[src/rtl/mem_wb_stage.sv]
// MEM/WB pipeline register and write-back selector.
// Captures the MEM-stage read word and ALU result. It extracts and extends the
// byte or halfword for loads and flags misaligned loads. It registers the
// register-file write port, which also feeds forwarding. It also counts
// retired instructions.
module mem_wb_stage #(
  parameter int CNT_W      = 32,
  parameter int ZERO_GUARD = 1
) (
  input  logic             clk,
  input  logic             reset,
  input  logic             stall,
  input  logic             flush,
  input  logic             valid_mem,
  input  logic             RegWrite_mem,
  input  logic [1:0]       MemToReg_mem,
  input  logic [2:0]       LoadType_mem,
  input  logic [4:0]       WriteReg_mem,
  input  logic [31:0]      ALUResult_mem,
  input  logic [31:0]      MemReadData,
  input  logic [31:0]      PCPlus4_mem,
  output logic             valid_wb,
  output logic             RegWrite_wb,
  output logic [4:0]       WriteReg_wb,
  output logic [31:0]      WriteData_wb,
  output logic             load_err_wb,
  output logic [CNT_W-1:0] instret
);

  localparam logic [2:0] LT_LW  = 3'b000;
  localparam logic [2:0] LT_LH  = 3'b001;
  localparam logic [2:0] LT_LHU = 3'b010;
  localparam logic [2:0] LT_LB  = 3'b011;
  localparam logic [2:0] LT_LBU = 3'b100;

  localparam logic [1:0] WB_ALU  = 2'b00;
  localparam logic [1:0] WB_LOAD = 2'b01;
  localparam logic [1:0] WB_LINK = 2'b10;

  localparam logic [CNT_W-1:0] CNT_ONE = {{(CNT_W-1){1'b0}}, 1'b1};

  logic             valid_q, valid_d;
  logic             regwrite_q, regwrite_d;
  logic [4:0]       wreg_q, wreg_d;
  logic [31:0]      wdata_q, wdata_d;
  logic             err_q, err_d;
  logic [CNT_W-1:0] instret_q, instret_d;

  logic [1:0]  addr;
  logic [7:0]  byte_sel;
  logic [15:0] half_sel;
  logic [31:0] load_data;
  logic        misaligned;
  logic        reg_nonzero;

  assign addr = ALUResult_mem[1:0];

  // The zero-register guard is a build-time choice.
  // When it is disabled, every destination register counts as writable.
  assign reg_nonzero = (ZERO_GUARD == 0) || (WriteReg_mem != 5'd0);

  // Little-endian lane selection and sign/zero extension for loads.
  always_comb begin
    byte_sel  = 8'h00;
    half_sel  = addr[1] ? MemReadData[31:16] : MemReadData[15:0];
    load_data = MemReadData;
    case (addr)
      2'd0:    byte_sel = MemReadData[7:0];
      2'd1:    byte_sel = MemReadData[15:8];
      2'd2:    byte_sel = MemReadData[23:16];
      default: byte_sel = MemReadData[31:24];
    endcase
    case (LoadType_mem)
      LT_LH:   load_data = {{16{half_sel[15]}}, half_sel};
      LT_LHU:  load_data = {16'h0000, half_sel};
      LT_LB:   load_data = {{24{byte_sel[7]}}, byte_sel};
      LT_LBU:  load_data = {24'h000000, byte_sel};
      default: load_data = MemReadData;  // lw and unused encodings
    endcase
  end

  // Alignment is only meaningful for loads.
  // Byte loads can never be misaligned.
  always_comb begin
    misaligned = 1'b0;
    if (MemToReg_mem == WB_LOAD) begin
      case (LoadType_mem)
        LT_LH, LT_LHU: misaligned = addr[0];
        LT_LB, LT_LBU: misaligned = 1'b0;
        default:       misaligned = (addr != 2'b00);
      endcase
    end
  end

  // Next-state selection, in priority order: flush, then stall, then capture.
  always_comb begin
    valid_d    = valid_q;
    regwrite_d = regwrite_q;
    wreg_d     = wreg_q;
    wdata_d    = wdata_q;
    err_d      = err_q;
    instret_d  = instret_q;
    if (flush) begin
      valid_d    = 1'b0;
      regwrite_d = 1'b0;
      wreg_d     = 5'd0;
      wdata_d    = 32'd0;
      err_d      = 1'b0;
    end else if (!stall) begin
      valid_d    = valid_mem;
      regwrite_d = RegWrite_mem & valid_mem & ~misaligned & reg_nonzero;
      wreg_d     = WriteReg_mem;
      err_d      = valid_mem & misaligned;
      if (misaligned) begin
        wdata_d = 32'd0;
      end else begin
        case (MemToReg_mem)
          WB_LOAD: wdata_d = load_data;
          WB_LINK: wdata_d = PCPlus4_mem;
          default: wdata_d = ALUResult_mem;  // ALU and reserved encoding
        endcase
      end
      if (valid_mem && !misaligned) begin
        instret_d = instret_q + CNT_ONE;
      end
    end
  end

  // WB state registers; reset clears everything immediately.
  always_ff @(posedge clk or posedge reset) begin
    if (reset) begin
      valid_q    <= 1'b0;
      regwrite_q <= 1'b0;
      wreg_q     <= 5'd0;
      wdata_q    <= 32'd0;
      err_q      <= 1'b0;
      instret_q  <= '0;
    end else begin
      valid_q    <= valid_d;
      regwrite_q <= regwrite_d;
      wreg_q     <= wreg_d;
      wdata_q    <= wdata_d;
      err_q      <= err_d;
      instret_q  <= instret_d;
    end
  end

  assign valid_wb     = valid_q;
  assign RegWrite_wb  = regwrite_q;
  assign WriteReg_wb  = wreg_q;
  assign WriteData_wb = wdata_q;
  assign load_err_wb  = err_q;
  assign instret      = instret_q;

endmodule

[config.mk]
export PLATFORM = sky130hd
export DESIGN_NAME = mem_wb_stage
export DESIGN_NICKNAME = d
export VERILOG_FILES = /design/src/rtl/mem_wb_stage.sv
export SDC_FILE = /design/constraint.sdc
export NUM_CORES = 1
export LEC_CHECK = 0
export BUFFER_PORTS_ARGS = -buffer_cell sky130_fd_sc_hd__buf_4
export CAP_MARGIN = 10
export CELL_PAD_IN_SITES_DETAIL_PLACEMENT = 0
export CELL_PAD_IN_SITES_GLOBAL_PLACEMENT = 1
export CORE_ASPECT_RATIO = 0.8
export CORE_MARGIN = 2
export CORE_UTILIZATION = 36
export CTS_CLUSTER_SIZE = 28
export DETAILED_ROUTE_END_ITERATION = 10
export GPL_TIMING_DRIVEN = 0
export PLACE_DENSITY = 0.87
export SLEW_MARGIN = 40
export SYNTH_ARGS = -nofsm -noshare
export SYNTH_HDL_FRONTEND = slang
export SYNTH_SLANG_ARGS = --single-unit
[constraint.sdc]
create_clock -name clk -period 2.9 [get_ports clk]
set_input_delay 0.435 -clock clk [delete_from_list [all_inputs] [get_ports clk]]
set_output_delay 0.435 -clock clk [all_outputs]
set_load 0.02 [all_outputs]
==> out/results.txt, run 1 <==
On the critical path, the stage with the largest delay is an instance of sky130_fd_sc_hd__a21boi_1. The logs give 0.34 ns for the latest clock arrival within the worst-skew pair and 4722 for the number of global-route vias before repair. Dividing the detail-routed wire length by the instance count gives 19.9 um. The number of buffers and inverters on the critical path works out to 2. The number of buffers added on ports works out to 182. From bottom edge to top edge, the die measures 105 um. The final antenna diode count was 0.

The worst hold path belongs to the class input port to asynchronous set/reset pin. Critical path launch point type: an input port. Layout cell share with drive strength beyond 1: 35.2%.

Entering global routing, the biggest net connects 38 pins. The clock passes through at most 2 buffers. The number of cells produced by synthesis was 463; the worst supply voltage drop on vdd was 0.000238 V. The run gives 24.9% as the overall routing resource usage. For the final core area utilization, the log shows 53.0%. For the number of buffers added to fix hold violations after cts, the log shows 0. The most frequently used flop master after synthesis is sky130_fd_sc_hd__dfrtp_1.

For this run, the register share of the synthesized area comes to 39.6%. Once detailed placement completed, the half-perimeter wirelength came to 12.7 mm. Critical path endpoint category: a flip-flop. For the worst setup path, the data required time is 3.16 ns. Counting I/O delays and the setup requirement, the final critical path takes 2.27 ns.

When the netlist entered floorplanning its net count stood at 578. The pre-antenna-repair detailed-routing pass consisted of 5 iterations. The net count of the finished layout was 772. The logs give 4632 for the vias after detailed routing and 16.6 mm for the final wirelength. TritonCTS built the clock tree. The mean number of vias per cell came out at 5.56. In this run the worst path has a maximum fanout of 10. Async set-or-reset flop fraction in the synthesized netlist: 100%.

The floorplan step defined a die boundary enclosing 13600 sq um. After clock tree synthesis, the clock-pin slew on the worst setup and hold paths is 0.06 ns. After detailed routing, the number of remaining DRC violations is 0. The tools report the starting utilization of the core area as 37.2%.

The initial antenna violation count came out at 0. For the count of different cell masters after synthesis, the log shows 60. The floorplan has 36 rows.

Setup repair after global routing left no endpoint under its margin. Once detail routing completed, the nets flagged for antenna violations numbered 0. Once layout is complete, the cells apart from fillers number 833.

In this run, synthesis inferred 0 flip-flops with an integrated enable. The worst setup path is of the input port to flip-flop kind. Gates resized during post-CTS repair numbered 0. The tree is rooted in a sky130_fd_sc_hd__clkbuf_16.

The horizontal extent of the die was 130 um; the warning count from the yosys run was 0. Clock tree synthesis found a total of 72 sinks. At the end of routability-driven placement, the weighted congestion stood at 0.923. Arrival time at the worst endpoint: 2.53 ns. The highest cell delay on the worst timing path is 0.67 ns, and the area inside the core boundary is 12300 sq um.

For the count of buffers added by post-CTS timing repair for setup, the log shows 0. The number of pins exceeding their max-slew limit in the final report is 0. The setup skew after layout was 0.00393 ns; the signed area change from the synthesized netlist to the final layout was 42.5%.

Across the run, the number of max-cap violations was 0. The design draws 3.18 mW. In the finished design, the share of the clock period the worst path needs comes to 78.3%. The tools report the hold violation count in the final report as 0. The signal on the critical path passes through buf_4 -> ha_1 -> o21ai_0 -> a21oi_1 -> a21boi_1 -> buf_2 -> a21boi_0 -> a31oi_1. For the iteration-0 DRC count of the detailed router, the log shows 403. For this run, the top clock speed supported by timing is 440 MHz. The startpoint identified for the worst register-to-register timing path is instret[11]. The total power divided by cell area came out at 490 nW/um^2.

The logs give 44.2% for the relative slew slack and 817 for the number of instances in the placed design. The synthesis-stage register bit count was 72; the cell area after synthesis was 4550 sq um. The run finished with clean final reports.

The mean cell area of the mapped netlist works out to 9.83 sq um. The leakage component of the power is 3.03 nW, and the layout filler cell count is 1167. Clock tree synthesis inserted a total of 9 buffers. In this run the number of H-tree levels came out at 3. The remaining global-route overflow is 0. Critical path launch point: MemToReg_mem[0].

The tools report the global-route wire length before repair as 26.2 mm. The run gives 184 as the I/O pin count. At the pin with the least slew margin, the transition time is 0.835 ns.

In this design, the largest share of critical-path delay is due to compound AO/OA/AOI/OAI gates. Setup violations remaining at the end of the flow were counted as 0.
synthesized netlist by cell type, drive strengths merged, types with 8 or more instances:
master	count	area share [%]
xor2	19	3.7
nor2b	12	1.6
nand2b	19	2.7
nand2	32	2.6
mux2i	14	3.1
dfrtp	72	40
clkbuf	20	1.6
nor3	12	1.3
o32ai	8	1.5
a221o	16	3.5
a31oi	8	1.1
o21ai	15	1.7
xnor2	15	2.9
nor2	39	3.2
o22a	16	3.1
buf	17	2.1
a221oi	9	1.7
a22oi	16	2.6
a21boi	9	1.5
nand3	8	0.88
where the power goes:
part | internal [mW] | switching, mW | total [mW]
combinational | 0.361 | 0.432 | 0.793
clock | 0.780 | 0.464 | 1.24
sequential | 1.07 | 0.0673 | 1.14
total | 2.21 | 0.964 | 3.18
path summary, 6_finish.rpt:
path | to | slack [ns] | depth (start not counted)
setup / recovery | WriteData_wb[8] | 0.63 | 8
hold / removal | instret[19] | 0.08 | 2
setup reg to reg | instret[31] | 0.91 | 5
hold reg to reg | instret[13] | 0.49 | 1
max in group asynchronous | WriteReg_wb[1] | 2.28 | 3
min in group clk | WriteReg_wb[3] | 0.35 | 3
metrics by stage:
stage | hold WS (ns) | TNS (ns) | setup slack, ns | cell area, sq um
3_5_place_dp | 0.451 | 0 | 0.376 | 6160
2_1_floorplan | 0.578 | 0 | 0.640 | 4550
3_3_place_gp | 0.461 | -27.26 | -0.383 | 6130
4_1_cts | 0.0846 | 0 | 0.732 | 6490
6_report | 0.0814 | 0 | 0.630 | 6490
5_1_grt | 0.110 | 0 | 0.562 | 6490
layout make-up:
cell class	instances	area, sq um	area share, %
multi-input cells	348	2550	39.4
flip-flops and latches	72	1800	27.8
repair buffers	183	1390	21.4
clock buffers	10	239	3.68
well taps	171	214	3.30
plain buffers	37	173	2.66
clock inverters	6	91.3	1.41
inverters	6	27.5	0.424
layout by cell type (no fill, tap or decap), types with 3 or more instances in the layout:
cell                         instances
sky130_fd_sc_hd__o31ai_1             7
sky130_fd_sc_hd__a21oi_1             6
sky130_fd_sc_hd__a31oi_1             8
sky130_fd_sc_hd__nand2_1            32
sky130_fd_sc_hd__and3_1              6
sky130_fd_sc_hd__nand3_1             8
sky130_fd_sc_hd__mux4_2              7
sky130_fd_sc_hd__a2111oi_0           5
sky130_fd_sc_hd__o32ai_1             8
sky130_fd_sc_hd__ha_1                3
sky130_fd_sc_hd__nor2_1             39
sky130_fd_sc_hd__nor4_1              4
sky130_fd_sc_hd__clkinvlp_4          3
sky130_fd_sc_hd__buf_2              12
sky130_fd_sc_hd__xor2_1             19
sky130_fd_sc_hd__mux2i_1            14
sky130_fd_sc_hd__clkbuf_1           20
sky130_fd_sc_hd__a221o_1            16
sky130_fd_sc_hd__o21ai_0            14
sky130_fd_sc_hd__a32o_1              7
sky130_fd_sc_hd__dfrtp_1            72
sky130_fd_sc_hd__xnor2_1            15
sky130_fd_sc_hd__a22oi_1            16
sky130_fd_sc_hd__a21boi_0            8
sky130_fd_sc_hd__clkbuf_16           9
sky130_fd_sc_hd__nor3_1             12
sky130_fd_sc_hd__nand4_1             6
sky130_fd_sc_hd__nor2b_1            12
sky130_fd_sc_hd__a221oi_1            9
sky130_fd_sc_hd__nand2b_1           18
sky130_fd_sc_hd__and4_1              5
sky130_fd_sc_hd__o22a_1             16
sky130_fd_sc_hd__buf_4             183
sky130_fd_sc_hd__inv_1               4
registers in the layout, summed over array words and instances (netlist names):
signal,cells
load_err_wb,1
valid_wb,1
instret,32
WriteData_wb,32
WriteReg_wb,5
RegWrite_wb,1
per-layer routing:
layer	part of all wire, %	vias to the layer above	track usage [%]
li1	-	2144	-
met1	45	2256	34.8
met2	45	194	37.1
met3	7.8	38	6.30
met4	2.3	0	8.99
met5	0	-	0
cell families after synthesis:
| logic type | Yosys count | synth area share, % |
|---|---|---|
| AOI/OAI and AO/OA | 132 | 23.3 |
| buffers and inverters | 43 | 4.29 |
| adders and majority gates | 4 | 1.04 |
| muxes | 24 | 7.28 |
| xor gates and xnor gates | 34 | 6.54 |
| and+or+nand+nor | 154 | 18.0 |
| DFF | 72 | 39.6 |
Note: power is estimated with default switching activity, not from simulation.
==> run 2: changes to the inputs <==
--- a/config.mk
+++ b/config.mk
@@ -11,11 +11,11 @@
 export CELL_PAD_IN_SITES_GLOBAL_PLACEMENT = 1
 export CORE_ASPECT_RATIO = 0.8
 export CORE_MARGIN = 2
-export CORE_UTILIZATION = 36
+export CORE_UTILIZATION = 33
 export CTS_CLUSTER_SIZE = 28
 export DETAILED_ROUTE_END_ITERATION = 10
 export GPL_TIMING_DRIVEN = 0
-export PLACE_DENSITY = 0.87
+export PLACE_DENSITY = 0.84
 export SLEW_MARGIN = 40
 export SYNTH_ARGS = -nofsm -noshare
 export SYNTH_HDL_FRONTEND = slang
==> constraint.sdc (replaced) <==
create_clock -name clk -period 1.8 [get_ports clk]
set_input_delay 0.27 -clock clk [delete_from_list [all_inputs] [get_ports clk]]
set_output_delay 0.27 -clock clk [all_outputs]
set_load 0.02 [all_outputs]
==> run 2 against run 1 <==
Compared with the run above:
- clock skew increased by 0.0057 ns
- die area is 8.8% higher
- critical endpoint is now WriteData_wb[22]
- highest routed layer unchanged
- worst setup slack lost 0.59 ns
- power up 68%
- sequential power grew 62%
==> out/results.txt, run 2 (synthesis gave the netlist of run 1 again) <==
The first-pass iteration count of the detailed router was 5 (unchanged). The total power divided by cell area is 783 nW/um^2 (+60%). Leaving out fill and tap cells, the most frequent cells in the layout are sky130_fd_sc_hd__buf_4 (197), sky130_fd_sc_hd__dfrtp_1 (69), sky130_fd_sc_hd__nor2_1 (39), sky130_fd_sc_hd__nand2_1 (31), sky130_fd_sc_hd__xor2_1 (19).

The run gives 184 (unchanged) as the I/O pin count. The run gives 22.4% (-2.5 points) as the overall routing resource usage. TritonCTS built the clock tree. The end of the worst register-to-register path is instret[29]. The required time reported for the critical path endpoint was 2.02 ns (-1.14 ns). The run gives 12.9 mm (+1.9%) as the estimated wirelength of the detail-placed design. The run gives 0 (unchanged) as the hold violation count in the final report.

The area inside the core boundary was 13500 sq um (+10%); the clock period minus worst slack was 1.76 ns. Final wirelength: 17.0 mm (+2.6%). The tools report the maximum clock frequency as 567 MHz. The global-route wire length before repair was 25.6 mm (-2.2%). The final core area utilization is 50.4% (-2.6 points), and the arrival time at the worst endpoint is 1.98 ns (-0.55 ns). The routed length per placed instance is 19.9 um (about the same), and the layout filler cell count is 1281 (+9.8%). The clock sink count is 72 (unchanged). The run gives 3 (unchanged) as the number of H-tree branching levels. The class of the tightest hold or removal check was input port to flip-flop.

Actual slew at the worst max-slew pin: 0.710 ns (-0.125 ns). The top fanout value on the critical path is 10 (unchanged). The largest individual stage delay along the critical path comes from the cell sky130_fd_sc_hd__clkbuf_1.

The number of pins exceeding their max-slew limit in the final report is 0 (unchanged), and the mean number of vias per cell is 5.61 (+0.86%). The highest cell delay on the worst timing path came out at 0.36 ns (-0.31 ns). The leakage component of the power is 3.18 nW (+4.8%).

Setup repair after global routing could not meet its margin everywhere. The iteration-0 DRC count of the detailed router is 427 (+6.0%), and the number of maximum-capacitance constraint violations is 0 (unchanged). The post-layout instance area was 6800 sq um (+4.8%); the number of buffers added on ports was 182 (unchanged). The run gives 0.00959 ns (+0.00566 ns) as the setup skew after layout.

The number of buffers inserted during clock tree synthesis came out at 9 (unchanged). The tools report the full die area as 14800 sq um (+8.8%). Walking the worst path, the cells encountered are buf_4 -> inv_1 -> ha_1 -> clkinv_1 -> clkbuf_1 -> o22a_1 -> a221o_1. The placement-stage cell area is 6230 sq um (+1.2%), and the vias after detailed routing is 4795 (+3.5%).

Vertical die dimension: 109 um (+4.3%). Sequential cell area in the final layout: 1810 sq um (+0.21%). The signed area change from the synthesized netlist to the final layout is 49.4%, and the number of remaining DRC errors is 0 (unchanged).

The logic depth of the worst register-to-register path was 6 (+1); the layout cell share with drive strength beyond 1 was 39.6% (+4.4 points). In this run the most critical hold path is launched from WriteReg_mem[3]. The largest net degree at the start of global routing is 22 (-42%), and the clock-pin slew of the registers on the worst-case setup and hold paths is 0.06 ns (about the same). For the remaining global-route overflow, the log shows 0 (unchanged). Clock tree root buffer cell: sky130_fd_sc_hd__clkbuf_16. The critical path starts at MemToReg_mem[0]. The worst reg-to-reg setup slack is 0.06 ns (-0.85 ns). Along the worst hold path, the cell count comes to 3. The final worst-path cycle share was 98.0%. The logs give 0 (unchanged) for the remaining antenna violation count after routing and 33.7% (-3.4 points) for the starting utilization of the core area.

The library cell used most frequently in the layout, excluding fill and tap cells, is sky130_fd_sc_hd__buf_4. The run gives 0 (unchanged) as the initial antenna violation count. Final weighted congestion in routability-driven placement: 0.893 (-3.2%). The latest clock arrival within the worst-skew pair is 0.33 ns (about the same). The tools report the launch point of the worst reg-to-reg path as instret[10].

The run gives 2 (unchanged) as the number of buffers on the longest clock path. The post-layout total power is 5.33 mW (+68%). For hold timing, the worst endpoint is WriteReg_wb[3].

The flow ran to the end, and the final reports show no timing, DRC or antenna violations. For the relative slew slack, the log shows 52.6% (+8.4 points). The worst setup path is launched from an input port. The horizontal extent of the die was 135 um (+4.3%).

Critical path endpoint category: a flip-flop. The worst setup path is of the input port to flip-flop kind. The number of global-route vias before repair is 4670 (-1.1%), and the net count of the finished layout is 785 (+1.7%).

The site row count was 38 (+5.6%); the worst supply voltage drop on vdd was 0.000478 V (+100%). The total area of multi-input combinational cells is 2670 sq um (+4.7%), and the setup-violating endpoint count in the final report is 0 (unchanged).
-- run 2: cell types whose count changed in the layout (fill, tap and decap cells not counted), moves of 4 or more --
| cell | before | now |
|---|---|---|
| sky130_fd_sc_hd__buf_4 | 183 | 197 |
| sky130_fd_sc_hd__clkbuf_2 | 0 | 6 |
| sky130_fd_sc_hd__clkbuf_1 | 20 | 13 |
| sky130_fd_sc_hd__nor4_1 | 4 | 0 |
-- run 2: worst max-delay path: cells and delay by family --
family	cells	cell delay [ns]
adder cells (fa/ha/maj)	1	0.32
AO/OA/AOI/OAI	2	0.61
buffers and inverters	4	0.77
-- run 2: worst max-delay path by stage --
| stage | slack, ns | end |
|---|---|---|
| final | 0.04 | WriteData_wb[22] |
| after global placement | -0.46 | WriteData_wb[7] |
| after floorplan | 0.02 | WriteData_wb[2] |
| after CTS | 0.004 | instret[23] |
| after global routing | -0.04 | instret[29] |
| after detailed placement | -0.50 | WriteData_wb[22] |
-- run 2: report_power, final --
part / internal (mW) / leakage (nW) / switching [mW]
sequential: 1.73 / 0.965 / 0.112
combinational: 0.669 / 2.06 / 0.738
clock: 1.35 / 0.159 / 0.724
total: 3.75 / 3.18 / 1.57
-- run 2: what timing repair did --
action / in CTS / in global routing
cloned: 0 / 1
pin swaps: 3 / 5
hold buffers: 1 / 0
hold endpoints to repair: 14 / 0
gates resized for setup: 16 / 28
endpoints found under the setup margin: 39 / 53
setup buffers: 2 / 8
-- run 2: metal layers --
layer  track usage [%]  wire, um
met1              30.2      7250
met5                 0         0
met2              34.9      7850
met4              6.03       256
met3              7.21      1640
-- run 2: area by class of cell --
type,count,area share (%)
timing repair buffer,197,22.7
antenna,1,0.0368
sequential,72,26.5
clock inverter,5,1.56
multi-input combinational,348,39.3
tap,180,3.31
clock buffer,10,3.37
inverter,6,0.386
buffer,36,2.81
-- run 2: metrics by stage --
| step | hold WS [ns] | setup slack [ns] | TNS, ns | instances |
|---|---|---|---|---|
| 2_1_floorplan | 0.423 | 0.0227 | 0 | 463 |
| 3_3_place_gp | 0.461 | -0.458 | -16.98 | 825 |
| 3_5_place_dp | 0.309 | -0.503 | -18.28 | 828 |
| 4_1_cts | 0.169 | 0.00366 | 0 | 846 |
| 5_1_grt | 0.189 | -0.0447 | -0.118 | 854 |
| 6_report | 0.183 | 0.0365 | 0 | 855 |
